[src/rtl/cix_seq.sv]
// Multi-cycle bit-count engine: walks a wide operand one chunk per clock through a
// combinational cix counter, accumulating the per-chunk counts with early exit.

module cix #(
    parameter int ORDER = 3
) (
    input  logic [2:0]            i_op,
    input  logic [(1<<ORDER)-1:0] i_chunk,
    output logic [ORDER:0]        o_count,
    output logic                  o_all
);
    localparam int W  = 1 << ORDER;
    localparam int CW = ORDER + 1;

    logic [W-1:0]  w_match;
    logic          w_legal;
    logic [CW-1:0] w_cnt;
    logic          w_run;

    // Odd opcodes count zeros, so invert first and every op becomes a count of ones.
    assign w_match = i_op[0] ? ~i_chunk : i_chunk;
    assign w_legal = (i_op[2:1] != 2'b00);

    always_comb begin
        w_cnt = '0;
        w_run = 1'b1;
        for (int i = 0; i < W; i++) begin
            case (i_op[2:1])
                2'b01: begin
                    if (w_run && w_match[i]) w_cnt = w_cnt + CW'(1);
                    else w_run = 1'b0;
                end
                2'b10: begin
                    if (w_run && w_match[W-1-i]) w_cnt = w_cnt + CW'(1);
                    else w_run = 1'b0;
                end
                2'b11: w_cnt = w_cnt + CW'(w_match[i]);
                default: w_cnt = '0;
            endcase
        end
    end

    assign o_count = w_cnt;
    assign o_all   = w_legal & (&w_match);
endmodule

module cix_seq #(
    parameter int WORD_ORDER  = 5,
    parameter int CHUNK_ORDER = 3
) (
    input  logic                      clock,
    input  logic                      reset,
    input  logic                      in_valid,
    output logic                      in_ready,
    input  logic [2:0]                op,
    input  logic [(1<<WORD_ORDER)-1:0] in,
    output logic                      out_valid,
    input  logic                      out_ready,
    output logic [WORD_ORDER:0]       out,
    output logic                      all
);
    localparam int W    = 1 << WORD_ORDER;
    localparam int C    = 1 << CHUNK_ORDER;
    localparam int N    = 1 << (WORD_ORDER - CHUNK_ORDER);
    localparam int AW   = WORD_ORDER + 1;
    localparam int IDXW = (WORD_ORDER > CHUNK_ORDER) ? (WORD_ORDER - CHUNK_ORDER) : 1;

    typedef enum logic [1:0] {IDLE, RUN, DONE} state_t;

    state_t          r_state;
    logic [2:0]      r_op;
    logic [W-1:0]    r_word;
    logic [AW-1:0]   r_acc;
    logic [IDXW-1:0] r_idx;
    logic            r_allAcc;
    logic [AW-1:0]   r_out;
    logic            r_all;

    logic [C-1:0]           w_chunk;
    logic [CHUNK_ORDER:0]   w_cnt;
    logic                   w_chunkAll;
    logic [AW-1:0]          w_sum;
    logic                   w_leading;
    logic                   w_pop;
    logic                   w_illegal;
    logic                   w_last;
    logic [IDXW-1:0]        w_nextIdx;

    assign w_chunk = r_word[int'(r_idx) * C +: C];

    cix #(.ORDER(CHUNK_ORDER)) u_cix (
        .i_op    (r_op),
        .i_chunk (w_chunk),
        .o_count (w_cnt),
        .o_all   (w_chunkAll)
    );

    assign w_sum     = r_acc + AW'(w_cnt);
    assign w_leading = (r_op[2:1] == 2'b10);
    assign w_pop     = (r_op[2:1] == 2'b11);
    assign w_illegal = (r_op[2:1] == 2'b00);
    assign w_last    = w_leading ? (r_idx == '0) : (r_idx == IDXW'(N - 1));
    assign w_nextIdx = w_leading ? (r_idx - IDXW'(1)) : (r_idx + IDXW'(1));

    // Leading counts scan from the top chunk down; everything else scans upward.
    always_ff @(posedge clock) begin
        if (reset) begin
            r_state  <= IDLE;
            r_op     <= '0;
            r_word   <= '0;
            r_acc    <= '0;
            r_idx    <= '0;
            r_allAcc <= 1'b1;
            r_out    <= '0;
            r_all    <= 1'b0;
        end else begin
            case (r_state)
                IDLE: begin
                    if (in_valid) begin
                        r_op     <= op;
                        r_word   <= in;
                        r_acc    <= '0;
                        r_allAcc <= 1'b1;
                        r_idx    <= (op[2:1] == 2'b10) ? IDXW'(N - 1) : '0;
                        r_state  <= RUN;
                    end
                end
                RUN: begin
                    if (w_illegal) begin
                        r_out   <= '0;
                        r_all   <= 1'b0;
                        r_state <= DONE;
                    end else if (w_pop) begin
                        r_allAcc <= r_allAcc & w_chunkAll;
                        if (w_last) begin
                            r_out   <= w_sum;
                            r_all   <= r_allAcc & w_chunkAll;
                            r_state <= DONE;
                        end else begin
                            r_acc <= w_sum;
                            r_idx <= w_nextIdx;
                        end
                    end else if (!w_chunkAll) begin
                        r_out   <= w_sum;
                        r_all   <= 1'b0;
                        r_state <= DONE;
                    end else if (w_last) begin
                        r_out   <= w_sum;
                        r_all   <= 1'b1;
                        r_state <= DONE;
                    end else begin
                        r_acc <= w_sum;
                        r_idx <= w_nextIdx;
                    end
                end
                DONE: begin
                    if (out_ready) r_state <= IDLE;
                end
                default: r_state <= IDLE;
            endcase
        end
    end

    assign in_ready  = (r_state == IDLE);
    assign out_valid = (r_state == DONE);
    assign out       = r_out;
    assign all       = r_all;
endmodule

[config.mk]
export PLATFORM = sky130hd
export DESIGN_NAME = cix_seq
export DESIGN_NICKNAME = d
export VERILOG_FILES = /design/src/rtl/cix_seq.sv
export SDC_FILE = /design/constraint.sdc
export NUM_CORES = 1
export LEC_CHECK = 0
export CAP_MARGIN = 25
export CORE_MARGIN = 2
export CORE_UTILIZATION = 45
export DETAILED_ROUTE_END_ITERATION = 7
export GPL_TIMING_DRIVEN = 1
export PLACE_DENSITY = 0.74
export SLEW_MARGIN = 20
export SYNTH_ARGS = -nofsm -noshare
export SYNTH_HDL_FRONTEND = slang
export SYNTH_SLANG_ARGS = --single-unit
[constraint.sdc]
create_clock -name clock -period 25.6 [get_ports clock]
set_clock_uncertainty 0.2 [all_clocks]
set_input_delay 5.12 -clock clock [delete_from_list [all_inputs] [get_ports clock]]
set_output_delay 5.12 -clock clock [all_outputs]
set_load 0.01 [all_outputs]
==> results of run 1 <==
## kinds of logic (layout without fill, tap and decap cells)
logic type,Yosys count,after routing,share of synthesized area
AND/OR/NAND/NOR,237,237,0.2316
AO/OA/AOI/OAI,170,170,0.2598
buffers and inverters,56,79,0.05105
flip-flops,53,53,0.2278
multiplexers,35,35,0.1102
adder cells (fa/ha/maj),30,30,0.08221
XOR/XNOR,19,19,0.03735
## synth_stat cells (all sizes together) (7+ instances only)
cell    number  area share
nor3         9       0.011
dfxtp       53        0.23
xnor2       13       0.026
a21oi       69       0.079
nand3       12       0.013
and2        10       0.013
or3          7       0.010
or2          7      0.0094
mux4        11       0.054
mux2i       19       0.043
a211oi       7       0.015
o21ai       19       0.020
a31oi        7       0.013
nor2        46       0.038
buf         10       0.013
nand4        9       0.012
ha          29       0.078
nand2      118       0.096
clkbuf      26       0.022
a22oi       16       0.027
inv         18       0.015
## critical path, delay by kind of cell, from the launching register on
family,cells,cell delay (ns)
flops,1,0.88
simple gates,15,2.12
mux,2,0.91
xor+xnor,2,0.56
compound gates,16,3.18
fa+ha+maj,9,2.56
## worst paths after layout
kind | end | slack, ns | depth (start not counted)
worst min register to register | r_word[16] | 0.27 | 2
worst max register to register | out[5] | 15.05 | 44
worst min-delay path | r_word[16] | 0.27 | 2
worst max-delay path | out[5] | 15.05 | 44
## per-stage QoR
stage	power (mW)	hold WS (ns)	worst slack (ns)	area [um2]	util
4_1_cts	0.2043	0.2690	15.18	5279	0.5183
2_1_floorplan	0.1328	0.2331	16.21	4657	-
3_5_place_dp	0.1500	0.2558	15.23	5175	0.5081
5_1_grt	0.2142	0.2871	14.12	5281	0.5186
6_report	0.2040	0.2687	15.05	5281	0.5186
3_3_place_gp	0.1478	0.2466	15.61	5160	0.5066
## metal layers
metal / share of wire / wire (um) / up-vias / GRT usage
met5: 0 / 0 / - / 0
met4: 0.018 / 211 / 0 / 0.07989
met3: 0.051 / 612 / 16 / 0.02041
met2: 0.49 / 5830 / 160 / 0.3848
met1: 0.44 / 5318 / 2129 / 0.2843
li1: - / - / 2216 / -
## where the power goes
part | total (mW) | switching [mW] | leakage (nW) | internal [mW]
clock | 0.0550 | 0.0265 | 0.0540 | 0.0284
combinational | 0.0580 | 0.0347 | 1.45 | 0.0233
sequential | 0.0911 | 0.00473 | 0.433 | 0.0864
total | 0.204 | 0.0659 | 1.93 | 0.138
## sequential cells by signal, summed over array words and instances (netlist names)
name / flops
r_op: 3
r_word: 32
out: 6
r_idx: 2
all: 1
r_allAcc: 1
r_state: 2
r_acc: 6
## layout make-up
type,instances,area (um2)
multi-input combinational,491,3361
inverter,20,75.07
clock buffer,5,68.82
timing repair buffer,52,510.5
fill,987,4903
clock inverter,2,35.03
tap,136,170.2
sequential,53,1061
==> metrics.md, run 1 <==
| Metric | Value |
|---|---|
| Input/output buffers | `47` |
| Via/cell ratio | `5.957` |
| Initial core utilization | `0.4572` |
| Nets | `692` |
| EDFF count, synth | `0` |
| Max Clk Rate | `0.09482 GHz` |
| Crit-path max FO | `20` |
| Iter 0 DRT Violations | `between 300 and 400` |
| Max-Cap Viols | `0` |
| Core area | `0.01018 mm2` |
| GR Overflow Total | `0` |
| CTS Buffer Depth | `2` |
| Hpwl dp | `8.968 mm` |
| CTS Hold Bufs | `0` |
| Worst R2R Start | `r_idx[1]` |
| Die Height | `105.7 um` |
| Commonest cells after routing, fill and taps aside | `nand2_1 (116), a21oi_1 (65), dfxtp_1 (53)` |
| Post-route ant nets | `0` |
| Std-Cell Rows | `37` |
| Cell Pwr Density | `38.63 mW/mm2` |
| Width of the die | `105.7 um` |
| I/O pins | `48` |
| Drt pass-1 iters | `6` |
| Final setup viols | `0` |
| Synth Net Count | `669` |
| Final Hold Fails | `0` |
| Drt drc | `0` |
| Initial antenna violation count | `0` |
| Setup TNS | `0 ns` |
| Synth Register Bits | `53` |
| VDD IR max | `57.46 uV` |
| Critical Path AT | `around 11 ns` |
| Commonest non-fill, non-tap cell in the layout | `nand2_1` |
| Critical path class | `flop to flop` |
| Root Driver | `clkbuf_8` |
| Slowest stage delay, CP | `0.88 ns` |
| Most common cell on crit path | `ha_1` |
| Final Cycle Share | `0.4120` |
| Placed insts | `approximately 750` |
| CP Capture Type | `flop` |
| Synthesis-to-finish area growth | `13.41%` |
| H-Tree Depth | `2` |
| Clock sinks | `53` |
| Post-CTS setup buffer count | `0` |
| GRT Resource Usage Total | `0.2210` |
| Distinct cells, synth | `86` |
| Pleak | `approximately 1.9 nW` |
| Synth Cell Area | `around 0.0047 mm2` |
| CP startpoint | `r_idx[1]` |
| Clk Latency, worst-skew pair | `approximately 0.31 ns` |
| Cts bufs inserted | `5` |
| Synthesis Warnings | `0` |
| Share of cells above drive strength 1 | `0.09952` |
| Slew headroom | `0.3807` |
| Slew Limit Fails | `0` |
| Fin cells | `around 760` |
| Least-Margin Pin Slew | `roughly 0.93 ns` |
| Seq/Total Area, Yosys | `0.2278` |
| Fraction of registers with async set/reset | `0` |
| Largest net degree at the start of global routing | `54` |
| Drt wl/cell | `15.77 um` |
| Global-route wire length before repair | `20.59 mm` |
| Ys flop type | `dfxtp_1` |
| Mean post-synth cell area | `7.762 um2` |
| Status | `finished, final reports clean` |
| Die Area | `around 0.011 mm2` |
| Hold Startpoint | `r_word[16]` |
| Crit path time final | `between 10 and 15 ns` |
| Post-Route WL | `11.97 mm` |
| Synth Instances | `600` |
| Clock transition at the registers of the reported paths | `0.09 ns` |
| Unrepaired setup endpoints after global routing | `no` |
| CTS tree | `yes` |
| Hold WC Path Type | `flop to flop` |
| Via count | `4521` |
| Slowest-stage cell, CP | `dfxtp_1` |
| Vias in the first global route | `4497` |
| Resized cells post-CTS | `0` |
| Crit path required time | `25.56 ns` |
| Diode count | `0` |
| Critical path startpoint category | `flop` |
| RD Place Congestion | `0.8903` |
(Power assumes the default switching activity.)
==> run 2, diff against run 1 <==
Clock period 25.6 ns to 10 ns, I/O delays scaled along.
==> metrics.md, run 2 (same netlist as run 1, synthesis figures left out) <==
| Metric | Value |
|---|---|
| Most common cell on crit path | `ha_1` |
| Post-Route WL | `12.31 mm` |
| GRT Resource Usage Total | `0.2219` |
| Diode count | `0` |
| Via count | `about 4600` |
| Largest net degree at the start of global routing | `54` |
| Crit path required time | `~10 ns` |
| Cell depth of the worst hold path | `2` |
| Max Clk Rate | `0.1057 GHz` |
| Crit path time final | `9.464 ns` |
| Layout Utilization | `0.5393` |
| Met3 Track Usage GR | `0.02350` |
| Busiest metal layer after global routing | `met2` |
| Max-Cap Viols | `0` |
| Share of cells above drive strength 1 | `0.1348` |
| Commonest non-fill, non-tap cell in the layout | `nand2_1` |
| R2R Setup Slk | `0.54 ns` |
| Input/output buffers | `47` |
| CP Capture Type | `flop` |
| Drt drc | `0` |
| Width of the die | `105.7 um` |
| Die Height | `105.7 um` |
| Critical path class | `flop to flop` |
| Finished Cell Area | `between 0.005 and 0.006 mm2` |
| Hold Startpoint | `r_word[11]` |
| Critical Path AT | `around 9.4 ns` |
| Drt wl/cell | `approximately 16 um` |
| Status | `finished, final reports clean` |
| Hold Path End | `r_word[11]` |
| Via/cell ratio | `between 5 and 6` |
| CTS tree | `yes` |
| Setup TNS | `0 ns` |
| Clock sinks | `53` |
| Critical path startpoint category | `flop` |
| CTS Hold Bufs | `0` |
| Cts bufs inserted | `5` |
| Die Area | `0.01118 mm2` |
| Iter 0 DRT Violations | `roughly 290` |
| Initial antenna violation count | `0` |
| Initial core utilization | `0.4572` |
| Slowest-stage cell, CP | `mux4_2` |
| Top reg by flops | `r_word` |
| Worst R2R Start | `r_idx[1]` |
| FF-to-FF End | `r_acc[5]` |
| Slowest stage delay, CP | `around 0.60 ns` |
| Place WS | `-0.07696 ns` |
| Clock transition at the registers of the reported paths | `0.09 ns` |
| Final Hold Fails | `0` |
| Nets | `706` |
| Cell Pwr Density | `99.17 mW/mm2` |
| Commonest cells after routing, fill and taps aside | `nand2_1 (116), a21oi_1 (63), dfxtp_1 (51)` |
| CTS Buffer Depth | `2` |
| Hpwl dp | `9.136 mm` |
| Core area | `about 0.01 mm2` |
| Hold WC Path Type | `flop to flop` |
| Slew headroom | `0.3784` |
| Cell Area, Placed | `0.005220 mm2` |
| Std-Cell Rows | `37` |
| Vias in the first global route | `around 4600` |
| Post-route ant nets | `0` |
| Final WS setup | `between 0.5 and 0.6 ns` |
| Crit-path max FO | `7` |
| Final setup viols | `0` |
| GR Overflow Total | `0` |
| H-Tree Depth | `2` |
| Reg2Reg Depth | `44` |
| RD Place Congestion | `0.8582` |
| VDD IR max | `roughly 130 uV` |
| Least-Margin Pin Slew | `0.9300 ns` |
| Global-route wire length before repair | `20.67 mm` |
| Hold Worst Slack | `between 0.2 and 0.3 ns` |
| Synthesis-to-finish area growth | `17.95%` |
| Root Driver | `clkbuf_8` |
| Drt pass-1 iters | `5` |
| Slew Limit Fails | `0` |
| Pleak | `2.036 nW` |
| Max FFs per register | `32` |
| Clk Latency, worst-skew pair | `0.31 ns` |
| Final Cycle Share | `0.9464` |
| Routing usage on met1 | `0.2834` |
| I/O pins | `48` |
| GR met2 Demand/Resource | `0.3866` |
[run 2: critical path: cells and delay by family (launching register included)]
family / cells / cell delay [ns]
AOI/OAI and AO/OA: 16 / 3.09
xor gates and xnor gates: 2 / 0.40
adders and majority gates: 9 / 2.54
DFF: 1 / 0.41
muxes: 2 / 0.81
and+or+nand+nor: 15 / 1.86
[run 2: stage by stage]
step                      power (mW)  std cells
after floorplan               0.3401        600
after global placement        0.3799        757
after detailed placement      0.3857        758
after CTS                     0.5369        766
after global routing          0.5733        774
final                         0.5447        774
[run 2: routing by layer]
metal | vias to the layer above | share of wire
met1 | 2157 | 0.43
met2 | 175 | 0.50
met3 | 13 | 0.059
met5 | - | 0
li1 | 2259 | -
met4 | 0 | 0.015
[run 2: repair_timing]
item,4_1_cts,5_1_grt
pin swaps,0,8
setup endpoints to repair,2,10
gates resized for setup,1,16
hold endpoints to repair,0,0
setup buffers,0,8
[run 2: final cells by class]
| type | instances | area [um2] |
|---|---|---|
| fill | 952 | 4692 |
| multi-input combinational | 491 | 3443 |
| sequential | 53 | 1069 |
| timing repair buffer | 66 | 615.6 |
| tap | 136 | 170.2 |
| clock buffer | 6 | 82.58 |
| inverter | 20 | 75.07 |
| clock inverter | 2 | 37.54 |
[run 2: how the worst max path moves through the flow]
stage | from | end | slack (ns) | cells after the start
final | r_idx[1] | r_acc[5] | 0.54 | 44
after global routing | r_idx[1] | out[5] | -0.13 | 44
after CTS | r_idx[0] | r_acc[5] | 0.02 | 44
after detailed placement | r_idx[1] | r_acc[5] | -0.08 | 44
after global placement | r_idx[1] | out[5] | 0.37 | 44
after floorplan | r_op[1] | out[5] | 0.61 | 47
[run 2: power breakdown]
group	switching, mW	total (mW)	internal [mW]
clock network	0.0701	0.151	0.0814
registers	0.00887	0.230	0.221
logic	0.0959	0.163	0.0675
total	0.175	0.545	0.370
==> run 3, diff against run 2 <==
Settings changed: ABC_CLOCK_PERIOD_IN_PS from default to 10000, CTS_CLUSTER_SIZE from default to 10.
==> results of run 3 <==
No change in the layout: final DEF, timing and power equal those of run 2.
